## src/rtl/sw_debounce_pkg.sv

```systemverilog
// Shared definitions for the switch debouncer: per-bit state encoding and default timing.
package sw_debounce_pkg;

  typedef enum logic [1:0] {
    ST_LOW      = 2'b00,
    ST_LOW_CHK  = 2'b01,
    ST_HIGH     = 2'b10,
    ST_HIGH_CHK = 2'b11
  } db_state_e;

  // Defaults give a 1 ms tick at 100 MHz and a 10 ms acceptance window.
  localparam int DEF_NB_SW        = 4;
  localparam int DEF_NB_PRESCALE  = 17;
  localparam int DEF_PRESCALE_MAX = 99999;
  localparam int DEF_NB_STABLE    = 4;
  localparam int DEF_STABLE_TICKS = 10;

endpackage

```

## src/rtl/sw_debounce_bit.sv

```systemverilog
// One switch bit: 2-flop synchroniser, debounce FSM and tick-based stability counter.
//
// state       | meaning
// ST_LOW      | accepted level 0, input agrees
// ST_LOW_CHK  | accepted level 0, input at 1, counting stable ticks
// ST_HIGH     | accepted level 1, input agrees
// ST_HIGH_CHK | accepted level 1, input at 0, counting stable ticks
module sw_debounce_bit
  import sw_debounce_pkg::*;
#(
  parameter int NB_STABLE    = DEF_NB_STABLE,
  parameter int STABLE_TICKS = DEF_STABLE_TICKS
) (
  input  logic clock,
  input  logic i_reset,
  input  logic i_sw,
  input  logic i_tick,
  output logic o_level,
  output logic o_rise,
  output logic o_fall,
  output logic o_edge_next
);

  localparam logic [NB_STABLE-1:0] CNT_LAST = NB_STABLE'(STABLE_TICKS - 1);

  logic [1:0]           sync_q;
  logic                 s;
  db_state_e            state_q, state_d;
  logic [NB_STABLE-1:0] cnt_q, cnt_d;
  logic                 level_d, rise_d, fall_d;

  assign s = sync_q[1];

  always_ff @(posedge clock or posedge i_reset) begin
    if (i_reset) begin
      sync_q  <= '0;
      state_q <= ST_LOW;
      cnt_q   <= '0;
      o_level <= 1'b0;
      o_rise  <= 1'b0;
      o_fall  <= 1'b0;
    end else begin
      sync_q  <= {sync_q[0], i_sw};
      state_q <= state_d;
      cnt_q   <= cnt_d;
      o_level <= level_d;
      o_rise  <= rise_d;
      o_fall  <= fall_d;
    end
  end

  // A revert of s always beats a coincident tick, so a bounce is never counted.
  always_comb begin
    state_d = state_q;
    cnt_d   = cnt_q;
    level_d = o_level;
    rise_d  = 1'b0;
    fall_d  = 1'b0;
    case (state_q)
      ST_LOW: begin
        if (s) begin
          state_d = ST_LOW_CHK;
          cnt_d   = '0;
        end
      end
      ST_LOW_CHK: begin
        if (!s) begin
          state_d = ST_LOW;
        end else if (i_tick) begin
          if (cnt_q == CNT_LAST) begin
            state_d = ST_HIGH;
            level_d = 1'b1;
            rise_d  = 1'b1;
          end else begin
            cnt_d = cnt_q + 1'b1;
          end
        end
      end
      ST_HIGH: begin
        if (!s) begin
          state_d = ST_HIGH_CHK;
          cnt_d   = '0;
        end
      end
      ST_HIGH_CHK: begin
        if (s) begin
          state_d = ST_HIGH;
        end else if (i_tick) begin
          if (cnt_q == CNT_LAST) begin
            state_d = ST_LOW;
            level_d = 1'b0;
            fall_d  = 1'b1;
          end else begin
            cnt_d = cnt_q + 1'b1;
          end
        end
      end
      default: state_d = ST_LOW;
    endcase
  end

  assign o_edge_next = rise_d | fall_d;

endmodule

```

## src/rtl/sw_debounce.sv

```systemverilog
// Switch debouncer top: shared tick prescaler, per-bit debouncers and aggregate change pulse.
module sw_debounce
  import sw_debounce_pkg::*;
#(
  parameter int NB_SW        = DEF_NB_SW,
  parameter int NB_PRESCALE  = DEF_NB_PRESCALE,
  parameter int PRESCALE_MAX = DEF_PRESCALE_MAX,
  parameter int NB_STABLE    = DEF_NB_STABLE,
  parameter int STABLE_TICKS = DEF_STABLE_TICKS
) (
  input  logic             clock,
  input  logic             i_reset,
  input  logic [NB_SW-1:0] i_sw,
  output logic [NB_SW-1:0] o_sw,
  output logic [NB_SW-1:0] o_rise,
  output logic [NB_SW-1:0] o_fall,
  output logic             o_change
);

  localparam logic [NB_PRESCALE-1:0] PRESC_LAST = NB_PRESCALE'(PRESCALE_MAX);

  logic [NB_PRESCALE-1:0] presc_q;
  logic                   tick;
  logic [NB_SW-1:0]       edge_next;

  assign tick = (presc_q == PRESC_LAST);

  // Free-running: switch activity never disturbs the tick phase.
  always_ff @(posedge clock or posedge i_reset) begin
    if (i_reset) begin
      presc_q <= '0;
    end else if (tick) begin
      presc_q <= '0;
    end else begin
      presc_q <= presc_q + 1'b1;
    end
  end

  for (genvar g = 0; g < NB_SW; g++) begin : g_bit
    sw_debounce_bit #(
      .NB_STABLE    (NB_STABLE),
      .STABLE_TICKS (STABLE_TICKS)
    ) u_bit (
      .clock       (clock),
      .i_reset     (i_reset),
      .i_sw        (i_sw[g]),
      .i_tick      (tick),
      .o_level     (o_sw[g]),
      .o_rise      (o_rise[g]),
      .o_fall      (o_fall[g]),
      .o_edge_next (edge_next[g])
    );
  end

  // Registered from next-state pulses so it lines up with o_rise/o_fall.
  always_ff @(posedge clock or posedge i_reset) begin
    if (i_reset) begin
      o_change <= 1'b0;
    end else begin
      o_change <= |edge_next;
    end
  end

endmodule
```

## config.mk

```make
export PLATFORM = sky130hd
export DESIGN_NAME = sw_debounce
export DESIGN_NICKNAME = d
export VERILOG_FILES = /design/src/rtl/sw_debounce_pkg.sv /design/src/rtl/sw_debounce_bit.sv /design/src/rtl/sw_debounce.sv
export SDC_FILE = /design/constraint.sdc
export NUM_CORES = 1
export LEC_CHECK = 0
export CAP_MARGIN = 30
export CORE_AREA = 3 3 103 105
export CTS_CLUSTER_DIAMETER = 80
export DETAILED_ROUTE_END_ITERATION = 12
export DIE_AREA = 0 0 106 108
export HOLD_SLACK_MARGIN = 0.1
export SYNTH_ARGS = -nofsm -noshare
export SYNTH_HDL_FRONTEND = slang
export SYNTH_HIERARCHICAL = 1
export SYNTH_SLANG_ARGS = --single-unit
export TNS_END_PERCENT = 100
```

## constraint.sdc

```tcl
create_clock -name clock -period 3.7 [get_ports clock]
set_input_delay 0.555 -clock clock [delete_from_list [all_inputs] [get_ports clock]]
set_output_delay 0.555 -clock clock [all_outputs]
set_load 0.01 [all_outputs]
```

==> impl_metrics.csv <==
group,metric,value,unit
cts,clk_pin_slew,0.07,ns
sta,max_freq,0.434,GHz
die,std_cell_rows,36,
synth,ys_seq_area_frac,0.532,
cts,cts_buffers,9,
sta,period_minus_slack,2.30,ns
final_layout,layout_commonest_cell,"dfrtp_1",
synth,ys_seq_elements,62,
final_layout,layout_common_cells,"62 x dfrtp_1, 19 x nand2_1, 18 x inv_1, 18 x nor2_1, 18 x clkdlybuf4s50_1",
synth,ys.flop_type,"dfrtp_1",
power_and_ir_drop,power_density,376,nW/um2
cts,cts_resized,0,
die,die_area,11400,um2
power_and_ir_drop,ir_drop,0.000163,V
run,maxCapViolCount,0,
synth,avgSynthCellArea,11.3,um2
worst_hold_path,hold_class,"reg -> reg",
cts,cts_tree,"yes",
die,core_area,9730,um2
route,drc,0,
final_layout,insertedDiodeCount,0,
synth,synth_top_area_frac,0.532,
grt,overflow,0,
final_layout,post-route-util,0.354,
cts,cts.sinks,62,
setup_path,cp.required,3.98,ns
cts,clock_latency,0.34,ns
route,routed_wl,5330,um
placement,post-place-ws,1.40,ns
synth,synth_cells,257,
setup_path,worst_ep_arrival_time,2.58,ns
cts,htreeDepth,3,
grt,grt_max_degree,35,
final_layout,drive_above_1_share,0.114,
grt,antenna_found_initial,0,
die,start_util,0.300,
synth,synth_edf_count,0,
worst_hold_path,hold_depth,0,
die,ios,19,
final_layout,synthToLayoutAreaGrowth,18.1,%
placement,gp_congestion,0.798,
sta,fin_ws,1.40,ns
route,vias,2022,
cts,clockBufferDepth,2,
sta,slew_violations,0,
grt,grt_use_total,0.105,
synth,yosys_warnings,6,
synth,yosysTopAreaCell,"dfrtp_1",
setup_path,reg2reg_depth,9,
route,postRouteAntennaNets,0,
grt,grt_pass1_wl,9430,um
route,drt_pass1_iterations,4,
route,drt-wirelength-per-cell,12.6,um
sta,fin_crit_sh,0.622,
placement,hpwl,3740,um
final_layout,stdcell_count,423,
sta,worstMarginPinSlew,0.700,ns
route,drtIter0Drc,73,
setup_path,cp-start-kind,"flip-flop",
placement,portBuffers,18,
power_and_ir_drop,power.leakage,0.00149,uW
setup_path,critical_path.max_fanout,34,
setup_path,timing_worst_setup_path_type,"reg -> reg",
die,dieHeight,108,um
synth,ys_async_sr_fraction,1.00,
cts,cts_hold_buf,0,
cts,cts_root_buf,"clkbuf_8",
synth,ys_top_cells_by_area,"dfrtp_1 53%, xnor2_1 4.5%, ha_1 3.9%",
final_layout,nets,300,
synth,synth_area,2920,um2
sta,hold_viol_final,0,
final_layout,final_design_area_no_fill,3440,um2
sta,fin_setup_tns,0,ns
run_status,status,"finished, final reports clean",
placement,placed_cell_area,3260,um2
synth,synth_nets,272,
die,die_w,106,um
synth,ys_types,42,
sta,rsz0062_at_grt,"no",
sta,finClkSkew,0.0118,ns
setup_path,end_kind,"flip-flop",
sta,setup_viol,0,
cts,post_cts_buffers,0,
route,via_per_inst,4.78,
placement,dp_cells,407,
grt,grt_pass1_vias,1985,
sta,relSlewSlack,0.533,
-- where the power goes --
group / total (uW) / internal [uW] / switching (uW)
logic: 38.4 / 13.2 / 25.2
registers: 693 / 684 / 8.43
clock network: 565 / 310 / 255
total: 1300 / 1010 / 289
-- worst max-delay path: stages (launching register included) --
cell,delay (ns)
dfrtp_1,0.38
ha_1,0.21
nand3_1,0.12
nor2_1,0.17
and4_1,0.21
buf_4,0.32
nand2_1,0.16
or3_4,0.38
nor2_1,0.15
or4_1,0.13
-- through the flow --
step                      total power [uW]  hold slack (ns)
after CTS                             1320            0.359
final                                 1300            0.349
after floorplan                        730            0.331
after global routing                  1360            0.365
after detailed placement               745            0.342
after global placement                 744            0.333
-- worst paths after layout --
path / to / from / slack (ns)
max: o_change$_DFF_PP0_ / presc_q[0]$_DFF_PP0_ / 1.40
min: g_bit[0].u_bit/sync_q[1]$_DFF_PP0_ / g_bit[0].u_bit/sync_q[0]$_DFF_PP0_ / 0.35
max reg2reg: o_change$_DFF_PP0_ / presc_q[0]$_DFF_PP0_ / 1.40
min reg2reg: g_bit[0].u_bit/sync_q[1]$_DFF_PP0_ / g_bit[0].u_bit/sync_q[0]$_DFF_PP0_ / 0.35
max in group asynchronous: presc_q[1]$_DFF_PP0_ / i_reset / 2.47
min in group asynchronous: g_bit[2].u_bit/cnt_q[3]$_DFFE_PP0P_ / i_reset / 0.65
-- cells in the mapped netlist (all sizes together), types with 5 or more instances --
| cell type | instances |
|---|---|
| a21o | 9 |
| dfrtp | 62 |
| ha | 9 |
| inv | 18 |
| nand2 | 19 |
| nand2b | 5 |
| nand3 | 11 |
| nand4 | 9 |
| nor2 | 18 |
| nor3 | 10 |
| nor4 | 7 |
| o41ai | 6 |
| xnor2 | 15 |
| xor2 | 7 |
-- sequential cells by signal, summed over array words and instances, names as in the netlist, named ones only --
register / count
g_bit.u_bit/cnt_q: 16
g_bit.u_bit/o_fall: 4
g_bit.u_bit/o_level: 4
g_bit.u_bit/o_rise: 4
g_bit.u_bit/state_q: 4
g_bit.u_bit/sync_q: 8
o_change: 1
presc_q: 17
-- final cells by class --
| type | instances | area (um2) |
|---|---|---|
| sequential | 62 | 1550 |
| fill | 996 | 6280 |
| clock inverter | 4 | 47.5 |
| inverter | 18 | 67.6 |
| multi-input combinational | 175 | 1290 |
| timing repair buffer | 19 | 188 |
| tap | 133 | 166 |
| clock buffer | 12 | 135 |
-- metal layers --
| layer | up-vias | GRT usage | part of all wire |
|---|---|---|---|
| li1 | 996 | - | - |
| met1 | 989 | 0.138 | 0.49 |
| met2 | 32 | 0.157 | 0.45 |
| met3 | 5 | 0.0376 | 0.039 |
| met4 | 0 | 0.0444 | 0.014 |
| met5 | - | 0 | 0 |
-- logic make-up after synthesis --
logic type	count (synthesis)	share of synthesized area
fa+ha+maj	9	0.0386
buf+inv	20	0.0262
xor+xnor	22	0.0661
compound gates	44	0.121
mux	3	0.0103
flops	62	0.532
simple gates	97	0.206
No activity file was read; power rests on OpenSTA's default activity.
